<file path="src/rtl/apb_bridge_fsm.sv">
// APB-side sequencer of the AHB-to-APB bridge: turns decoded AHB beats into APB3 setup/access cycles.
// Latency: read = READ + RENABLE (one AHB wait state); write = WWAIT + WRITE + WENABLE (no wait state).
// Backpressure: Hreadyout=0 stalls the AHB master; with APB_PREADY_EN, Pready=0 holds the access phase.
module apb_bridge_fsm #(
    parameter int AW   = 32,
    parameter int DW   = 32,
    parameter int NSEL = 3
) (
    input  logic            Hclk,
    input  logic            Hresetn,
    input  logic            valid,
    input  logic            Hwrite,
    input  logic            Hwritereg,
    input  logic [AW-1:0]   Haddr,
    input  logic [AW-1:0]   Haddr1,
    input  logic [AW-1:0]   Haddr2,
    input  logic [DW-1:0]   Hwdata,
`ifdef APB_PREADY_EN
    input  logic            Pready,
`endif
    output logic [NSEL-1:0] Pselx,
    output logic            Penable,
    output logic            Pwrite,
    output logic [AW-1:0]   Paddr,
    output logic [DW-1:0]   Pwdata,
    output logic            Hreadyout
);

    typedef enum logic [2:0] {
        IDLE,
        WWAIT,
        READ,
        WRITE,
        WRITEP,
        RENABLE,
        WENABLE,
        WENABLEP
    } state_t;

    state_t          state;
    state_t          state_nxt;
    logic            hold;
    logic [AW-1:0]   addr_src;
    logic [NSEL-1:0] pselx_nxt;
    logic            penable_nxt;
    logic            pwrite_nxt;
    logic [AW-1:0]   paddr_nxt;
    logic [DW-1:0]   pwdata_nxt;
    logic            hreadyout_nxt;

    // Peripheral i owns the 64 MB window starting at 0x8000_0000 + i*0x0400_0000.
    function automatic logic [NSEL-1:0] dec(input logic [AW-1:0] a);
        logic [NSEL-1:0] s;
        logic [63:0]     lo;
        s = '0;
        for (int i = 0; i < NSEL; i++) begin
            lo = 64'h8000_0000 + 64'(i) * 64'h0400_0000;
            if ((64'(a) >= lo) && (64'(a) < lo + 64'h0400_0000)) begin
                s[i] = 1'b1;
            end
        end
        return s;
    endfunction

    // Next-state selection; an access phase waiting on the slave overrides the table.
    always_comb begin
        state_nxt = state;
        hold      = 1'b0;
        case (state)
            IDLE, RENABLE, WENABLE: begin
                if (valid && !Hwrite)     state_nxt = READ;
                else if (valid && Hwrite) state_nxt = WWAIT;
                else                      state_nxt = IDLE;
            end
            WWAIT:    state_nxt = valid ? WRITEP : WRITE;
            READ:     state_nxt = RENABLE;
            WRITE:    state_nxt = valid ? WENABLEP : WENABLE;
            WRITEP:   state_nxt = WENABLEP;
            WENABLEP: begin
                if (!Hwritereg)  state_nxt = READ;
                else if (valid)  state_nxt = WRITEP;
                else             state_nxt = WRITE;
            end
            default:  state_nxt = IDLE;
        endcase
`ifdef APB_PREADY_EN
        if (((state == RENABLE) || (state == WENABLE) || (state == WENABLEP)) && !Pready) begin
            hold      = 1'b1;
            state_nxt = state;
        end
`endif
    end

    // Output values for the state being entered; anything not listed holds its value.
    // A transfer that follows a pipelined write (from WENABLEP) is two beats old, hence Haddr2.
    always_comb begin
        pselx_nxt     = Pselx;
        penable_nxt   = Penable;
        pwrite_nxt    = Pwrite;
        paddr_nxt     = Paddr;
        pwdata_nxt    = Pwdata;
        hreadyout_nxt = Hreadyout;
        addr_src      = Haddr;
        if (hold) begin
            penable_nxt   = 1'b1;
            hreadyout_nxt = 1'b0;
        end else begin
            case (state_nxt)
                IDLE, WWAIT: begin
                    pselx_nxt     = '0;
                    penable_nxt   = 1'b0;
                    hreadyout_nxt = 1'b1;
                end
                READ: begin
                    addr_src      = (state == WENABLEP) ? Haddr2 : Haddr;
                    paddr_nxt     = addr_src;
                    pselx_nxt     = dec(addr_src);
                    pwrite_nxt    = 1'b0;
                    penable_nxt   = 1'b0;
                    hreadyout_nxt = 1'b0;
                end
                WRITE, WRITEP: begin
                    addr_src      = (state == WENABLEP) ? Haddr2 : Haddr1;
                    paddr_nxt     = addr_src;
                    pselx_nxt     = dec(addr_src);
                    pwdata_nxt    = Hwdata;
                    pwrite_nxt    = 1'b1;
                    penable_nxt   = 1'b0;
                    hreadyout_nxt = (state_nxt == WRITE);
                end
                RENABLE, WENABLE, WENABLEP: begin
                    penable_nxt   = 1'b1;
                    hreadyout_nxt = 1'b1;
                end
                default: begin
                    pselx_nxt     = '0;
                    penable_nxt   = 1'b0;
                    hreadyout_nxt = 1'b1;
                end
            endcase
        end
    end

    // State and registered APB/AHB outputs; reset drops any transfer in flight.
    always_ff @(posedge Hclk or negedge Hresetn) begin
        if (!Hresetn) begin
            state     <= IDLE;
            Pselx     <= '0;
            Penable   <= 1'b0;
            Pwrite    <= 1'b0;
            Paddr     <= '0;
            Pwdata    <= '0;
            Hreadyout <= 1'b1;
        end else begin
            state     <= state_nxt;
            Pselx     <= pselx_nxt;
            Penable   <= penable_nxt;
            Pwrite    <= pwrite_nxt;
            Paddr     <= paddr_nxt;
            Pwdata    <= pwdata_nxt;
            Hreadyout <= hreadyout_nxt;
        end
    end

endmodule

</file>
<file path="config.mk">
export PLATFORM = sky130hd
export DESIGN_NAME = apb_bridge_fsm
export DESIGN_NICKNAME = d
export VERILOG_FILES = /design/src/rtl/apb_bridge_fsm.sv
export SDC_FILE = /design/constraint.sdc
export NUM_CORES = 1
export LEC_CHECK = 0
export BUFFER_PORTS_ARGS = -buffer_cell sky130_fd_sc_hd__buf_4
export CORE_ASPECT_RATIO = 0.7
export CORE_MARGIN = 2
export CORE_UTILIZATION = 50
export CTS_BUF_LIST = sky130_fd_sc_hd__clkbuf_8
export DETAILED_ROUTE_END_ITERATION = 8
export PLACE_DENSITY = 0.95
export SYNTH_ARGS = -nofsm -noshare
export SYNTH_HDL_FRONTEND = slang
export SYNTH_SLANG_ARGS = --single-unit
</file>
<file path="constraint.sdc">
create_clock -name Hclk -period 3.57 [get_ports Hclk]
set_input_delay 0.357 -clock Hclk [delete_from_list [all_inputs] [get_ports Hclk]]
set_output_delay 0.357 -clock Hclk [all_outputs]
set_load 0.02 [all_outputs]
</file>
# After elaboration in Yosys (flattened, before gate mapping)
# Index checks and enable logic that the tools add are counted.
[word_totals] reg_bits=73 in_bits=133 word_cells=71
[classes] n_lt_le_gt_ge=12 n_eq_ne=14 mux=19 reduce_logical=19
[op_table] cell="greater-or-equal comparator 32 bit, second input constant" count=6
[op_table] cell="less-than comparator 32 bit, second input constant" count=6
[op_table] cell="2-to-1 mux 32 bit" count=2
[op_table] cell="case mux 32 bit (2 select lines)" count=1
[op_table] cell="== test 3 bit, second input constant" count=8
[op_table] cell="case mux 3 bit (6 select lines)" count=1
[op_table] cell="== test 3 x 2 -> 1 bit, second input constant" count=4
[op_table] cell="OR reduction 5 bit" count=2
[op_table] cell="2-to-1 mux 3 bit" count=3
[op_table] cell="case mux 3 bit (3 select lines)" count=1
[op_table] cell="logical AND 1 bit" count=8
[op_table] cell="2-to-1 mux 1 bit" count=8
[op_table] cell="== test 3 x 1 -> 1 bit, second input constant" count=2
[op_table] cell="zero test 3 bit" count=2
[op_table] cell="OR reduction 3 bit" count=2
[op_table] cell="case mux 1 bit (2 select lines)" count=2
[op_table] cell="OR reduction 2 bit" count=2
[op_table] cell="case mux 1 bit (3 select lines)" count=1
[op_table] cell="nonzero test 3 bit" count=1
[op_table] cell="nonzero test 2 bit" count=1
[op_table] cell="zero test 1 bit" count=1

# Longest topological paths before layout
[depth] ltp_word=7 depth_mapped=8 mapped_depth_nobuf=6

# Worst setup path after synthesis
# OpenSTA, ideal clock, no wires.
[synth_timing] path_type="register -> register" startpoint="reg state[1]" endpoint="reg Pselx[1]" setup_ns=0.082 t_arrival_ns=1.689 t_required_ns=3.488 slack_ns=1.799 path_stages_with_launch=7 path_buffers=1 period_less_slack_ns=1.771 path_cell_list="dfrtp_1 > or3b_1 > and3_1 > nor3b_4 > buf_6 > nand4_1 > a31oi_1"
[synth_via] elab_chain_len=6
[synth_rtl] item="start, declared" line_no="40" rtl="state_t state;"
[synth_rtl] item="start signal, assigned" line_no="155" rtl="state <= state_nxt;"
[synth_rtl] item="== test 3 bit (tied with other cells)" line_no="69, 115, 123"
[synth_rtl] item="2-to-1 mux 32 bit (tied with other cells)" line_no="123" rtl="addr_src = (state == WENABLEP) ? Haddr2 : Haddr1;"
[synth_rtl] item="greater-or-equal comparator 32 bit (tied with other cells)" line_no="58" rtl="if ((64'(a) >= lo) && (64'(a) < lo + 64'h0400_0000)) begin"
[synth_rtl] item="logical AND 1 bit (tied with other cells)" line_no="58"
[synth_rtl] item="2-to-1 mux 1 bit (tied with other cells)" line_no="58"
[synth_rtl] item="case mux 3 bit (3 select lines) or nonzero test 3 bit (tied branches)"
[synth_rtl] item="end signal, assigned" line_no="156" rtl="Pselx <= pselx_nxt;"
[synth_rtl] item="end, declared" line_no="21" rtl="output logic [NSEL-1:0] Pselx,"
# Several ways; a longest one is shown, not always the timed one.
# A chain may end at the register's enable or synchronous reset.

# Worst setup path in the final report
[layout_timing] startpoint="reg state[0]" endpoint="reg Pselx[0]"
# Same word-level chain as after synthesis.

==> metrics.cfg <==
[worst_hold_path]
hold_path_class = in -> async

[clock_tree]
max-clock-path-buffers = 2
post_cts_resize_count = 0
clkTransAtPathRegs_ns = 0.08
insertion_delay_ns = 0.35
post_cts.repair.setup_buffers = 0
total_cts_buffers = 9
ctsHtreeMaxLevel = 3
hold_buffers = 0
cts_sinks = 73
cts_root_buffer = sky130_fd_sc_hd__clkbuf_8
cts_tree = done

[worst_setup_path]
worst_setup_ep_type = register
regToRegSetupSlack_ns = 0.94
setup.worst_path.start_class = register
crit_path_max_fanout = 23
worst_ep_required_time_ns = 3.83
rr_endpoint = Pselx[0]
crit_type = reg -> reg
crit_arrival_ns = 2.89
timing.rr.start = state[0]
reg2regPathDepth = 6

[timing]
max_clock_freq_mhz = 380.3
final.period_utilization_pct = 73.66
timing_max_transition_violations_final = 0
rsz0062_at_grt = false
timing.setup.tns_ns = 0
hold_viol = 0
report.final.setup_viol = 0
timing.max_slew.rel_slack_pct = 40.72
max_slew.worst_pin.slew_ns = 0.8892
post-route-min-period_ns = 2.630
max_clock_skew_ns = 0.01046

[drt]
final_antenna_net_count = 0
vias = 4065
drt-initial-drc-count = 274
drt_pass1_iterations = 5
wl_per_cell_um = 15.76
totalWireLength_um = 11820
remaining_drc_errors = 0
route.detailed.vias_per_inst = 5.420

[place]
number_of_buffers_added_on_ports = 202
dp_hpwl_um = 8964
placer_s_final_routability_congestion_estimate = 1.010

[yosys]
synth.avg_cell_area_sq_um = 8.074
synth_top_cell_by_area = sky130_fd_sc_hd__dfrtp_1
postSynth.topFlopCell = sky130_fd_sc_hd__dfrtp_1
post_synth_inst_count = 457
synth.net_count = 590
ys_top_cells_by_area = sky130_fd_sc_hd__dfrtp_1, sky130_fd_sc_hd__nand2_1, sky130_fd_sc_hd__a221o_1
synth_warnings = 0
synth_enable_flop_cells = 0
seq_area_frac_synth_pct = 49.54
synth_commonest_cells = sky130_fd_sc_hd__nand2_1, sky130_fd_sc_hd__dfrtp_1, sky130_fd_sc_hd__a21oi_1, sky130_fd_sc_hd__a221o_1, sky130_fd_sc_hd__clkbuf_1
yosys_register_bits = 73
netlist.area_leader.share_pct = 48.83
synthArstFlopShare_pct = 100.0
ys_types = 37
combined_area_of_all_synthesized_cells_sq_um = 3690
post-synth-top-count-cell = sky130_fd_sc_hd__nand2_1

[global_route]
grt_pass1_wl_um = 18510
grt_start_max_net_pins = 74
antenna_found_initial = 0
grt.total_usage_pct = 29.10
grt_pass1_vias = 3840
globalRouteOverflowTotal = 0

[floorplanning]
die_height_um = 75.88
core_area_sq_um = 7222
i_o_pins = 203
die_width_um = 106.7
die_area_sq_um = 8094
floorplan.initialDensity_pct = 51.09
std_cell_rows = 26

[finish]
num_antenna_cells = 0
drive_gt1_share_pct = 35.43
areaGrowthSynthToFinish_pct = 47.64
layout.nets = 780
final_core_util_pct = 75.43

[job]
cap_viol_max_count = 0

[pwr]
ir_worst_vdd_mv = 0.4639
powerDensity_nw_per_um2 = 933.4
cellLeakagePower_uw = 0.002979

[outcome]
run_status = completed

[registers in the layout, summed over array words and instances, names as in the netlist]
register / count
Paddr: 32
state: 3
Pwdata: 32
Hreadyout: 1
Pselx: 3
Pwrite: 1
Penable: 1
[metal layers]
| layer | global-route usage, % | share of wire [%] |
|---|---|---|
| met1 | 36.63 | 40 |
| met2 | 50.74 | 49 |
| met3 | 7.100 | 8.1 |
| met4 | 9.380 | 2.0 |
| met5 | 0 | 0 |
[logic make-up (layout without fill, tap and decap cells)]
family	Yosys count	count (layout)	share of synthesized area, %
buffers and inverters	36	231	4.103
AO/OA/AOI/OAI	90	90	17.80
AND/OR/NAND/NOR	257	257	28.28
multiplexers	1	1	0.2713
flip-flops	73	73	49.54
[power by group]
part / total (uW) / internal (uW) / switching [uW]
registers: 1570 / 1260 / 307
logic: 2920 / 1230 / 1700
clock network: 589 / 271 / 318
[worst max-delay path by stage]
stage               cells after the start     start  slack [ns]   endpoint
floorplan                               6  state[1]        1.80   Pselx[1]
global placement                        5  state[1]        1.19  Paddr[15]
detailed placement                      6  state[0]        1.04   Pselx[0]
CTS                                     6  state[0]        1.01   Pselx[0]
global route                            6  state[0]        0.72   Pselx[0]
finish                                  6  state[0]        0.94   Pselx[0]
[layout by cell type, fill, tap and decap left out, types with 2 or more instances in the layout]
cell type,instances
sky130_fd_sc_hd__a21o_1,3
sky130_fd_sc_hd__a21oi_1,38
sky130_fd_sc_hd__a221o_1,32
sky130_fd_sc_hd__a31oi_1,2
sky130_fd_sc_hd__and2_1,2
sky130_fd_sc_hd__and3_1,2
sky130_fd_sc_hd__buf_4,210
sky130_fd_sc_hd__clkbuf_8,10
sky130_fd_sc_hd__clkinv_2,2
sky130_fd_sc_hd__clkinvlp_4,3
sky130_fd_sc_hd__dfrtp_1,72
sky130_fd_sc_hd__inv_1,5
sky130_fd_sc_hd__nand2_1,223
sky130_fd_sc_hd__nand2b_1,5
sky130_fd_sc_hd__nand3_1,2
sky130_fd_sc_hd__nand4_1,2
sky130_fd_sc_hd__nor2_1,8
sky130_fd_sc_hd__nor2b_1,3
sky130_fd_sc_hd__nor3_1,3
sky130_fd_sc_hd__o21ai_0,3
sky130_fd_sc_hd__or4_1,3
[stage by stage]
step                instance area (sq um)  setup WS [ns]  std cells  hold WS, ns  power [uW]
global placement                     5269          1.195        734       0.4597        4358
finish                               5448         0.9404        750       0.1359        5085
CTS                                  5448          1.010        750       0.1639        5096
floorplan                            3690          1.799        457      0.06141        3349
detailed placement                   5269          1.036        734       0.4650        4498
global route                         5448         0.7185        750       0.1955        5443
[critical path, stage by stage (launching register included)]
cell and delay (ns):
sky130_fd_sc_hd__dfrtp_1 0.71, sky130_fd_sc_hd__nand3_2 0.53, sky130_fd_sc_hd__or4_1 0.59, sky130_fd_sc_hd__a21boi_1 0.26, sky130_fd_sc_hd__nand3_1 0.12, sky130_fd_sc_hd__a2bb2oi_1 0.17, sky130_fd_sc_hd__a21oi_1 0.16
[layout make-up]
type	instances	area, sq um
flip-flops and latches	73	1828
fillers	533	1774
multi-input cells	348	1723
repair buffers	210	1577
clock buffers	10	137.6
well taps	98	122.6
clock inverters	6	41.29
inverters	5	18.77
(Power assumes the default switching activity.)
